**config.mk**
```make
export PLATFORM = sky130hd
export DESIGN_NAME = seg_scan_ctrl
export DESIGN_NICKNAME = d
export VERILOG_FILES = /design/src/rtl/seg_pkg.sv /design/src/rtl/seg_decode.sv /design/src/rtl/seg_scan_ctrl.sv
export SDC_FILE = /design/constraint.sdc
export NUM_CORES = 1
export LEC_CHECK = 0
export BUFFER_PORTS_ARGS = -buffer_cell sky130_fd_sc_hd__buf_2
export CORE_MARGIN = 2
export CORE_UTILIZATION = 62
export CTS_CLUSTER_DIAMETER = 100
export CTS_CLUSTER_SIZE = 24
export DETAILED_ROUTE_END_ITERATION = 6
export GPL_TIMING_DRIVEN = 0
export HOLD_SLACK_MARGIN = 0.02
export PLACE_DENSITY = 0.84
export SKIP_LAST_GASP = 1
export SLEW_MARGIN = 20
export SYNTH_ARGS = -nofsm -noshare
export SYNTH_HDL_FRONTEND = slang
export SYNTH_HIERARCHICAL = 1
export SYNTH_SLANG_ARGS = --single-unit
```
**constraint.sdc**
```tcl
create_clock -name clk -period 4.6 [get_ports clk]
set_input_delay 0.69 -clock clk [delete_from_list [all_inputs] [get_ports clk]]
set_output_delay 0.69 -clock clk [all_outputs]
set_load 0.05 [all_outputs]
```
**src/rtl/seg_pkg.sv**
```systemverilog
// seg_pkg -- shared definitions for the seven-segment display blocks.
//   Segment patterns are {g,f,e,d,c,b,a}, active-low (0 = segment lit).
//   Also holds the scan FSM state encoding and the input shadow record.
package seg_pkg;

  localparam logic [6:0] SEG_0     = 7'b1000000;
  localparam logic [6:0] SEG_1     = 7'b1111001;
  localparam logic [6:0] SEG_2     = 7'b0100100;
  localparam logic [6:0] SEG_3     = 7'b0110000;
  localparam logic [6:0] SEG_4     = 7'b0011001;
  localparam logic [6:0] SEG_5     = 7'b0010010;
  localparam logic [6:0] SEG_6     = 7'b0000010;
  localparam logic [6:0] SEG_7     = 7'b1111000;
  localparam logic [6:0] SEG_8     = 7'b0000000;
  localparam logic [6:0] SEG_9     = 7'b0010000;
  localparam logic [6:0] SEG_E     = 7'b0000110;
  localparam logic [6:0] SEG_MINUS = 7'b0111111;
  localparam logic [6:0] SEG_BLANK = 7'b1111111;

  typedef enum logic [1:0] {
    ST_IDLE  = 2'd0,
    ST_BLANK = 2'd1,
    ST_DRIVE = 2'd2
  } scan_state_e;

  // Inputs frozen once per frame so a frame never mixes old and new digits.
  typedef struct packed {
    logic       sign;
    logic       lz;
    logic [3:0] bcd2;
    logic [3:0] bcd1;
    logic [3:0] bcd0;
  } shadow_t;

endpackage

```
**src/rtl/seg_decode.sv**
```systemverilog
// seg_decode -- combinational BCD to seven-segment decoder.
//   bcd_i   : 4-bit BCD digit; codes 10-15 show an 'E'
//   blank_i : 1 forces all segments off
//   seg_o   : {g,f,e,d,c,b,a}, active-low
import seg_pkg::*;

module seg_decode (
  input  logic [3:0] bcd_i,
  input  logic       blank_i,
  output logic [6:0] seg_o
);

  // Blank wins over the digit value.
  always_comb begin
    seg_o = SEG_E;
    if (blank_i) begin
      seg_o = SEG_BLANK;
    end else begin
      case (bcd_i)
        4'd0:    seg_o = SEG_0;
        4'd1:    seg_o = SEG_1;
        4'd2:    seg_o = SEG_2;
        4'd3:    seg_o = SEG_3;
        4'd4:    seg_o = SEG_4;
        4'd5:    seg_o = SEG_5;
        4'd6:    seg_o = SEG_6;
        4'd7:    seg_o = SEG_7;
        4'd8:    seg_o = SEG_8;
        4'd9:    seg_o = SEG_9;
        default: seg_o = SEG_E;
      endcase
    end
  end

endmodule

```
**src/rtl/seg_scan_ctrl.sv**
```systemverilog
// seg_scan_ctrl -- multiplexed 4-digit seven-segment scan controller.
//   Each digit slot lasts CLK_DIV cycles: BLANK_CYC dark cycles (anti-ghosting)
//   followed by the digit drive. Digit 3 shows a minus sign or blank, digits
//   2..0 show BCD with optional leading-zero suppression.
//   clk, rst        : clock, synchronous active-high reset
//   en              : scan enable (0 = display dark, scan restarts at digit 0)
//   sign, bcd2..0,
//   lz_suppress     : display value, captured once per frame
//   anode           : digit select, active-low, bit n = digit n
//   segment         : {g,f,e,d,c,b,a}, active-low
//   frame_tick      : one-cycle pulse after each input capture
import seg_pkg::*;

module seg_scan_ctrl #(
  parameter int CLK_DIV   = 100000,
  parameter int BLANK_CYC = 16
) (
  input  logic       clk,
  input  logic       rst,
  input  logic       en,
  input  logic       sign,
  input  logic [3:0] bcd2,
  input  logic [3:0] bcd1,
  input  logic [3:0] bcd0,
  input  logic       lz_suppress,
  output logic [3:0] anode,
  output logic [6:0] segment,
  output logic       frame_tick
);

  localparam int              CNT_W      = (CLK_DIV > 1) ? $clog2(CLK_DIV) : 1;
  localparam logic [CNT_W-1:0] CNT_LAST   = CNT_W'(CLK_DIV - 1);
  localparam logic [CNT_W-1:0] BLANK_LAST = CNT_W'(BLANK_CYC - 1);

  scan_state_e      state_q, state_d;
  logic [1:0]       idx_q, idx_d;
  logic [CNT_W-1:0] cnt_q, cnt_d;
  shadow_t          sh_q;
  logic             capture;
  logic [3:0]       anode_q, anode_d;
  logic [6:0]       seg_q, seg_d;
  logic             tick_q, tick_d;

  logic [3:0]       digitBcd;
  logic             digitBlank;
  logic [6:0]       decSeg;
  logic [6:0]       digitSeg;

  // Pick the shadowed digit for the current slot. Digit 1 is only a leading
  // zero when digit 2 is also zero; digit 3 carries no BCD value at all.
  always_comb begin
    digitBcd   = 4'd0;
    digitBlank = 1'b1;
    case (idx_q)
      2'd0: begin
        digitBcd   = sh_q.bcd0;
        digitBlank = 1'b0;
      end
      2'd1: begin
        digitBcd   = sh_q.bcd1;
        digitBlank = sh_q.lz && (sh_q.bcd2 == 4'd0) && (sh_q.bcd1 == 4'd0);
      end
      2'd2: begin
        digitBcd   = sh_q.bcd2;
        digitBlank = sh_q.lz && (sh_q.bcd2 == 4'd0);
      end
      default: begin
        digitBcd   = 4'd0;
        digitBlank = 1'b1;
      end
    endcase
  end

  seg_decode u_decode (
    .bcd_i   (digitBcd),
    .blank_i (digitBlank),
    .seg_o   (decSeg)
  );

  assign digitSeg = ((idx_q == 2'd3) && sh_q.sign) ? SEG_MINUS : decSeg;

  // Next-state logic. Outputs are computed for the state being entered so the
  // registered anode/segment change on the same edge as state and idx.
  always_comb begin
    state_d = state_q;
    idx_d   = idx_q;
    cnt_d   = cnt_q;
    capture = 1'b0;
    anode_d = 4'b1111;
    seg_d   = SEG_BLANK;
    tick_d  = 1'b0;

    if (!en) begin
      state_d = ST_IDLE;
      idx_d   = 2'd0;
      cnt_d   = '0;
    end else begin
      case (state_q)
        ST_IDLE: begin
          state_d = ST_BLANK;
          idx_d   = 2'd0;
          cnt_d   = '0;
          capture = 1'b1;
          tick_d  = 1'b1;
        end
        ST_BLANK: begin
          cnt_d = cnt_q + CNT_W'(1);
          if (cnt_q == BLANK_LAST) begin
            state_d = ST_DRIVE;
            anode_d = ~(4'b0001 << idx_q);
            seg_d   = digitSeg;
          end
        end
        ST_DRIVE: begin
          if (cnt_q == CNT_LAST) begin
            state_d = ST_BLANK;
            cnt_d   = '0;
            idx_d   = idx_q + 2'd1;
            if (idx_q == 2'd3) begin
              capture = 1'b1;
              tick_d  = 1'b1;
            end
          end else begin
            cnt_d   = cnt_q + CNT_W'(1);
            anode_d = ~(4'b0001 << idx_q);
            seg_d   = digitSeg;
          end
        end
        default: begin
          state_d = ST_IDLE;
          idx_d   = 2'd0;
          cnt_d   = '0;
        end
      endcase
    end
  end

  // State, shadow and output registers.
  always_ff @(posedge clk) begin
    if (rst) begin
      state_q <= ST_IDLE;
      idx_q   <= 2'd0;
      cnt_q   <= '0;
      sh_q    <= '0;
      anode_q <= 4'b1111;
      seg_q   <= SEG_BLANK;
      tick_q  <= 1'b0;
    end else begin
      state_q <= state_d;
      idx_q   <= idx_d;
      cnt_q   <= cnt_d;
      anode_q <= anode_d;
      seg_q   <= seg_d;
      tick_q  <= tick_d;
      if (capture) begin
        sh_q <= '{sign: sign, lz: lz_suppress, bcd2: bcd2, bcd1: bcd1, bcd0: bcd0};
      end
    end
  end

  assign anode      = anode_q;
  assign segment    = seg_q;
  assign frame_tick = tick_q;

endmodule

```
; Word level (Yosys, flattened, before mapping)
; Memory sizes are Yosys's and may differ from the RTL's.
; Index checks and enable logic that the tools add are counted.
; W data, S select, Z words.
[word_totals]
mem_bits_ro = 112
mem_count = 1
elab_cells = 58
out_inout_bits = 12
reg_bits = 47
in_bits = 17
[mem_list]
columns = memory, depth, word_bits, rd, rd_clocked_by_memory_dff, write_ports, line_no
row1 = (no name shown), 16, 7, 1, 0, 0, seg_decode.sv:19  ; case (bcd_i)
[classes]
add_sub_neg = 2
mux = 21
eq_ne = 9
n_reduce_logical = 10
shift = 1
bitwise_logic = 3
[op_table]
columns = operator, count
row1 = $pmux W17 S2, 1
row2 = $mux W7, 4
row3 = $add A17 B1 Y17 const B, 1
row4 = $eq A17 B17 Y1 const B, 1
row5 = $eq A17 B4 Y1 const B, 1
row6 = $mux W17, 1
row7 = $pmux W7 S2, 1
row8 = $pmux W4 S3, 1
row9 = $logic_not A4 Y1, 2
row10 = $mux W4, 2
row11 = $pmux W4 S2, 1
row12 = $eq A2 B2 Y1 const B, 3
row13 = $mux W2, 3
row14 = $pmux W2 S3, 1
row15 = $eq A2 B1 Y1 const B, 2
row16 = $logic_not A2 Y1, 2
row17 = $ne A2 B2 Y1 const B, 2
row18 = $not A4 Y4, 1
row19 = $pmux W2 S2, 1
row20 = $reduce_and A2 Y1, 2
row21 = $shl A1 B2 Y4 const A, 1
row22 = $logic_and A1 B1 Y1, 3
row23 = $mux W1, 3
row24 = $pmux W1 S3, 1
row25 = 4 further kinds, 5

; Logic depth before layout (Yosys ltp)
; Gate-level depths: netlist of the first run.
[logic_depth]
word_depth = 8
depth_mapped = 13
ltp_nobuf = 13

; Hierarchy
; Netlist of the first run, hierarchy kept.
[by_module_without_submodules]
columns = module, area_per_inst_um2, instances, cells_per_inst, seq_area_each_um2
row1 = seg_scan_ctrl, 2183.3, 1, 249, 940.9
row2 = seg_decode, 224.0, 1, 32, 0.0

; Worst setup path after synthesis of the first run
; OpenSTA, ideal clock, no wires.
[synth_timing]
path_type = flip-flop to flip-flop
start = register idx_q[0]
end = register seg_q[0] (netlist: segment[0])
setup_time_ps = 129
path_stages_with_launch = 11
synth_period_minus_slack_ps = 2194
required_time_ps = 4471
setup_slack_ps = 2406
path_buffers = 0
arrival_time_ps = 2065
cell_sequence = dfxtp_1 -> inv_1 -> ha_1 -> a222oi_1 -> nor2_1 -> ha_1 -> and2b_2 -> a21oi_1 -> o21bai_1 -> o32ai_1 -> nand2_1
[synth_via]
elab_chain_len = 7
word_cells_on_any_way = 13
cone_classes = eq/ne (3) / mux (7) / reduce/logical (2) / memory (1)
[synth_lines]
columns = item, line_no
row1 = "start, declared", seg_scan_ctrl.sv:36  ; logic [1:0] idx_q, idx_d;
row2 = "start signal, assigned", seg_scan_ctrl.sv:150  ; idx_q <= idx_d;
row3 = $eq A2 B2 Y1 (tied with other cells), seg_scan_ctrl.sv:54  ; case (idx_q)
row4 = $pmux W4 S3 *, seg_scan_ctrl.sv:54
row5 = named net digitBcd[0], seg_scan_ctrl.sv:44  ; logic [3:0] digitBcd;
row6 = $mem_v2 Z16 W7 *, --
row7 = $mux W7 *, seg_decode.sv:16  ; if (blank_i) begin
row8 = named net decSeg[0], seg_scan_ctrl.sv:46  ; logic [6:0] decSeg;
row9 = $mux W7 *, seg_scan_ctrl.sv:80  ; assign digitSeg = ((idx_q == 2'd3) && sh_q.sign) ? SEG_MINUS : decSeg;
row10 = $mux W7 (on tied branches), "seg_scan_ctrl.sv:115, seg_scan_ctrl.sv:108"
row11 = $pmux W7 S2 *, seg_scan_ctrl.sv:98  ; case (state_q)
row12 = "end signal, assigned", seg_scan_ctrl.sv:153  ; seg_q <= seg_d;
row13 = "end, declared", seg_scan_ctrl.sv:41  ; logic [6:0] seg_q, seg_d;
; Mark *: on every way through the listed nets, which the timed path passes. The rest lies on a longest branch.
; A chain may end at the register's enable or synchronous reset.

; Final worst setup path of the first run
; Ends and elaborated chain as after synthesis.

==> results of run 1 <==
## worst min-delay path by stage
| stage | endpoint | start |
|---|---|---|
| finish | cnt_q[0] | cnt_q[0] |
| global route | cnt_q[0] | cnt_q[0] |
| CTS | cnt_q[0] | cnt_q[0] |
| detailed placement | cnt_q[0] | cnt_q[0] |
| global placement | cnt_q[0] | cnt_q[0] |
| floorplan | cnt_q[0] | cnt_q[0] |
## area by class of cell
cell class                 instances  area (um2)  area share, %
clock buffer                       5        68.8           2.56
buffer                            10        61.3           2.28
clock inverter                     3        15.0          0.558
inverter                          11        41.3           1.53
tap                               48        60.1           2.23
timing repair buffer              28         140           5.21
multi-input combinational        213        1360           50.7
sequential                        47         941           35.0
## state kept, by name (all words and copies together) (netlist names)
| signal | cells |
|---|---|
| frame_tick | 1 |
| idx_q | 2 |
| segment | 7 |
| state_q | 2 |
| anode | 4 |
| sh_q | 14 |
| cnt_q | 17 |
## Yosys cell counts (all sizes together), types with 2 or more instances
cell type / n
nand3: 9
nor3: 4
o21bai: 7
inv: 11
ha: 15
nand2: 27
o32ai: 7
xor2: 7
a222oi: 4
and4: 2
or3: 2
o21ai: 3
nor4: 3
a31oi: 2
dfxtp: 47
or4: 3
a21o: 2
clkbuf: 6
buf: 4
xnor2: 8
nor2: 67
o2bb2ai: 4
mux2i: 16
a21oi: 10
## per-stage QoR
step                      setup slack, ps  cells  area [um2]  hold WS (ps)
final                                2000    365        2690           474
after global routing                 1750    365        2690           491
after CTS                            2040    365        2690           477
after detailed placement             2060    357        2610           458
after global placement               2120    357        2610           445
after floorplan                      2410    281        2410           430
## power by group through the flow
stage	clock network (W)	registers (W)	logic (W)
global route	0.000258	0.000427	0.000104
finish	0.000238	0.000426	0.0000928
global placement	0	0.000435	0.0000894
CTS	0.000243	0.000426	0.0000923
floorplan	0	0.000443	0.0000600
detailed placement	0	0.000435	0.0000917
## routing by layer
| layer | GRT usage (%) | share of wire (%) | up-vias |
|---|---|---|---|
| li1 | - | - | 1037 |
| met1 | 31.2 | 49 | 912 |
| met2 | 36.3 | 44 | 55 |
| met3 | 5.11 | 4.9 | 6 |
| met4 | 9.44 | 1.3 | 0 |
| met5 | 0 | 0 | - |
## critical path, stage by stage, from the launching register on
cell,delay (ps)
dfxtp_1,360
inv_1,120
ha_1,310
a222oi_1,160
nor2_1,310
inv_1,140
ha_1,220
and2b_2,200
a21oi_1,130
o21bai_1,100
o32ai_1,330
nand2_1,90
## kinds of logic (layout without fill, tap and decap cells)
| kind of cell | after synthesis | in the layout | synth area share (%) |
|---|---|---|---|
| flops | 47 | 47 | 39.1 |
| buf+inv | 21 | 57 | 4.26 |
| simple gates | 124 | 124 | 23.1 |
| mux | 16 | 16 | 6.65 |
| fa+ha+maj | 15 | 15 | 7.80 |
| xor+xnor | 15 | 15 | 5.46 |
| compound gates | 43 | 43 | 13.7 |
==> impl_metrics.toml, run 1 <==
[grt]
antenna_found_initial = 0
grt_usage_pct = 23.3
grt_pass1_vias = 1761
grt_pass1_wl_um = 7860
grt_max_degree = 15
overflow = 0

[clocking]
cts_tree = "built"
path_clk_slew_ps = 80
clkLatencyLatePin_ps = 300
cts_buffers = 5
cts.repair.resized = 0
cts_root_buf = "clkbuf_8"
h-tree-depth = 2
cts_sinks = 47
cts_setup_buffers = 0
clockBufferDepth = 2
holdBufCountCts = 0

[power]
p_clk_share_pct = 31.5
seq_power_share_pct = 56.3
power_density_mw_per_mm2 = 281
peakVddDrop_uv = 255
power_switching_w = 0.000196
combPwrFrac_pct = 12.3
total_power_w = 0.000757
swShare_pct = 25.9
p_int_w = 0.000561
p_leak_nw = 1.05

[placed_design]
port_buffers = 28
hpwlAfterDp_um = 3400
place_congestion = 0.943

[yosys]
yosys_warnings = 6
synth.distinct_cells = 45
ys.flop_type = "dfxtp_1"
netlist_instances = 281
syn_nets = 313
synth-seq-area-share_pct = 39.1
synth_top_area_share_pct = 39.1
syn_area_per_cell_um2 = 8.57
synth_area_leaders = "dfxtp_1, nor2_1, ha_1, mux2i_1, nand2_1"
synth_area_mm2 = 0.00241
ys_ff_latch = 47
ys_async_sr_fraction_pct = 0
synth-edff-count = 0
yosysTopAreaCell = "dfxtp_1"

[layout]
final_cell_mix = "nor2_1, dfxtp_1, buf_2, nand2_1, mux2i_1"
n_antenna_cell = 0
post-route-util_pct = 73.0
syn_to_final_growth_pct = 11.8
fin_nets = 348
nFillCells = 301
final_common_cell = "nor2_1"
drive_gt1_share_pct = 16.1

[critical_path]
rrSetupSlack_ps = 2000
crit_type = "reg2reg"
r2r_start = "idx_q[0]"
required_ps = 4780
crit_path_start = "idx_q[0]"
worstSetupEndpoint = "segment[0]"
crit_arrival_ps = 2770
critical_path.startpoint_type = "flop"
cp-end-kind = "flop"
path_max_fanout = 7
rr_worst_depth = 11
r2r_end = "segment[0]"

[sta]
max_freq_mhz = 385
finalCritPeriodShare_pct = 56.4
tightest_slew_ps = 559
finalHoldViolCount = 0
rsz0062_at_grt = "no"
finClkSkew_ps = 6.20
finalMaxSlewViolations = 0
slew_headroom_pct = 62.4
setup_viol = 0
period_minus_slack_ps = 2600
finalSetupTns_ps = 0

[floorplanning]
dieHeight_um = 66.3
initial_core_util_pct = 65.3
die_width_um = 66.3
core_mm2 = 0.00369
core.rowCount = 22
ioPinCount = 29
design.die.area_mm2 = 0.00440

[route]
route.detailed.drc = 0
ant_nets = 0
vias = 2010
drt_wl_total_um = 4620
dr.pass1.iters = 5
drt-initial-drc-count = 170
wl_per_cell_um = 12.7
via_per_inst = 5.51

[hold_path]
whs_path_depth = 1
hp-class = "reg2reg"

[status]
status = "finished clean"

[flow_run]
cap_violations = 0
Power figures use the tool's default switching activity.
==> inputs of run 2 (changes only) <==
- CORE_UTILIZATION: 62 -> 57
- PLACE_DENSITY: 0.84 -> 0.78
- clock period: 4.6 -> 2.6 ns (I/O delays scaled with it)
==> run 2 against run 1 <==
Sequential power grew 77%; power increased by 100%; wire length shrank 2.6%; setup slack lost 1800 ps; count of clock-buffer cells in the layout unchanged; sequential share of layout area decreased by 0.76 points; clock power grew to 2.6 times the previous value; final area increased by 2.4%; worst hold slack got worse by 150 ps; first-iteration DRC count fell by 24%; fmax grew 8.8%; largest power group unchanged; highest routed layer unchanged.
==> impl_metrics.toml, run 2 (synthesis gave the netlist of run 1 again) <==
[status]
status = "finished clean"

[placed_design]
place_congestion = 0.907
dp_cells = 359
hpwlAfterDp_um = 3260
port_buffers = 28
place_area_mm2 = 0.00261

[power]
power_density_mw_per_mm2 = 560
p_leak_nw = 1.06
peakVddDrop_uv = 382

[grt]
antenna_found_initial = 0
overflow = 0
grt_max_degree = 16
grt_pass1_wl_um = 7750
grt_usage_pct = 21.6
grt_pass1_vias = 1707

[layout]
regMostFlops = "cnt_q"
largest_reg_flops = 17
final_common_cell = "nor2_1"
drive_gt1_share_pct = 17.4
design_area_mm2 = 0.00276
post-route-util_pct = 68.4
fin_nets = 348
fin_cells = 367
syn_to_final_growth_pct = 14.4
final_cell_mix = "nor2_1, dfxtp_1, buf_2, nand2_1, mux2i_1"
n_antenna_cell = 0

[clocking]
cts_sinks = 47
clkLatencyLatePin_ps = 300
h-tree-depth = 2
cts_setup_buffers = 0
clockBufferDepth = 2
cts_tree = "built"
cts_root_buf = "clkbuf_8"
path_clk_slew_ps = 90
cts_buffers = 5

[sta]
finClkSkew_ps = 7.19
tightest_slew_ps = 649
slew_headroom_pct = 56.4
period_minus_slack_ps = 2390
finalHoldViolCount = 0
finalCritPeriodShare_pct = 91.8
max_freq_mhz = 419
finalMaxSlewViolations = 0
setup_viol = 0

[route]
via_per_inst = 5.28
drt-initial-drc-count = 130
vias = 1937
dr.pass1.iters = 4
wl_per_cell_um = 12.3
drt_wl_total_um = 4500
ant_nets = 0
route.detailed.drc = 0

[floorplanning]
dieHeight_um = 69.0
die_width_um = 69.0
ioPinCount = 29
design.die.area_mm2 = 0.00476
initial_core_util_pct = 59.8
core_mm2 = 0.00403
core.rowCount = 23

[critical_path]
slowest_stage = "dfxtp_2"
crit_type = "reg2reg"
crit_arrival_ps = 2560
r2r_end = "segment[4]"
cp_top_family = "compound AO/OA/AOI/OAI gates"
required_ps = 2780
cp-end-kind = "flop"
crit_chain = "inv_1 -> ha_2 -> a222oi_1 -> nor2_1 -> inv_1 -> ha_1 -> nor2_1 -> a21oi_1 -> o21ai_0 -> nor2_1 -> nor2_1 -> o32ai_1 -> nand2_1"
critical_path.startpoint_type = "flop"
critPathMaxStageDelay_ps = 380
cp_common_cell = "nor2_1"
rr_worst_depth = 13
r2r_start = "idx_q[0]"
rrSetupSlack_ps = 210
path_max_fanout = 7
path_buf_inv = 2

[hold_path]
hp-class = "in2reg"
whs_path_depth = 3
hold_end = "sh_q[10]"
min-delay-start = "bcd2[2]"

[flow_run]
cap_violations = 0
-- run 2: changes by cell type in the layout (fill, tap and decap cells not counted), moves of 2 or more --
| cell | previous run | this run |
|---|---|---|
| clkinv_2 | 3 | 0 |
| bufinv_16 | 0 | 2 |
| ha_1 | 15 | 13 |
| ha_2 | 0 | 2 |
-- run 2: layout make-up --
class	instances	area (um2)
inverter	11	41.3
buffer	10	61.3
tap	50	62.6
clock inverter	3	67.6
clock buffer	5	68.8
multi-input combinational	213	1370
sequential	47	942
fill	329	1270
timing repair buffer	28	140
-- run 2: power by group --
part | total [W] | leakage (nW) | switching, W | internal, W
combinational | 0.000163 | 0.616 | 0.0000959 | 0.0000674
sequential | 0.000753 | 0.383 | 0.0000135 | 0.000740
clock | 0.000626 | 0.0644 | 0.000243 | 0.000383
-- run 2: repair_timing --
action / 4_1_cts / 5_1_grt
gates resized for setup: 0 / 4
hold buffers: 0 / 0
endpoints found under the setup margin: 0 / 6
-- run 2: through the flow --
step | hold WS (ps) | setup TNS [ps] | setup slack, ps | power, W
2_1_floorplan | 430 | 0 | 406 | 0.000891
3_3_place_gp | 446 | 0 | 108 | 0.000928
3_5_place_dp | 460 | 0 | 122 | 0.000931
4_1_cts | 321 | 0 | 90.9 | 0.00156
5_1_grt | 336 | -32.0 | -32.0 | 0.00161
6_report | 325 | 0 | 213 | 0.00154
-- run 2: how the worst max path moves through the flow --
stage,start,endpoint,slack [ps],depth (start not counted)
2_1_floorplan,idx_q[0],segment[0],410,10
4_1_cts,idx_q[0],segment[0],90,13
3_5_place_dp,idx_q[0],segment[0],120,13
5_1_grt,idx_q[0],segment[1],-30,12
3_3_place_gp,idx_q[0],segment[0],110,11
6_report,idx_q[0],segment[4],210,13
-- run 2: per-layer routing --
layer	track usage (%)	up-vias	share of wire [%]
met5	0	-	0
met3	5.19	7	4.6
met1	31.4	850	52
met2	31.4	46	42
li1	-	1034	-
met4	6.62	0	1.3
-- run 2: worst register-to-register path: cells and delay by family, from the launching register on --
family          cells  cell delay [ps]
compound gates      4              790
flops               1              380
simple gates        5              460
buf+inv             2              220
fa+ha+maj           2              410
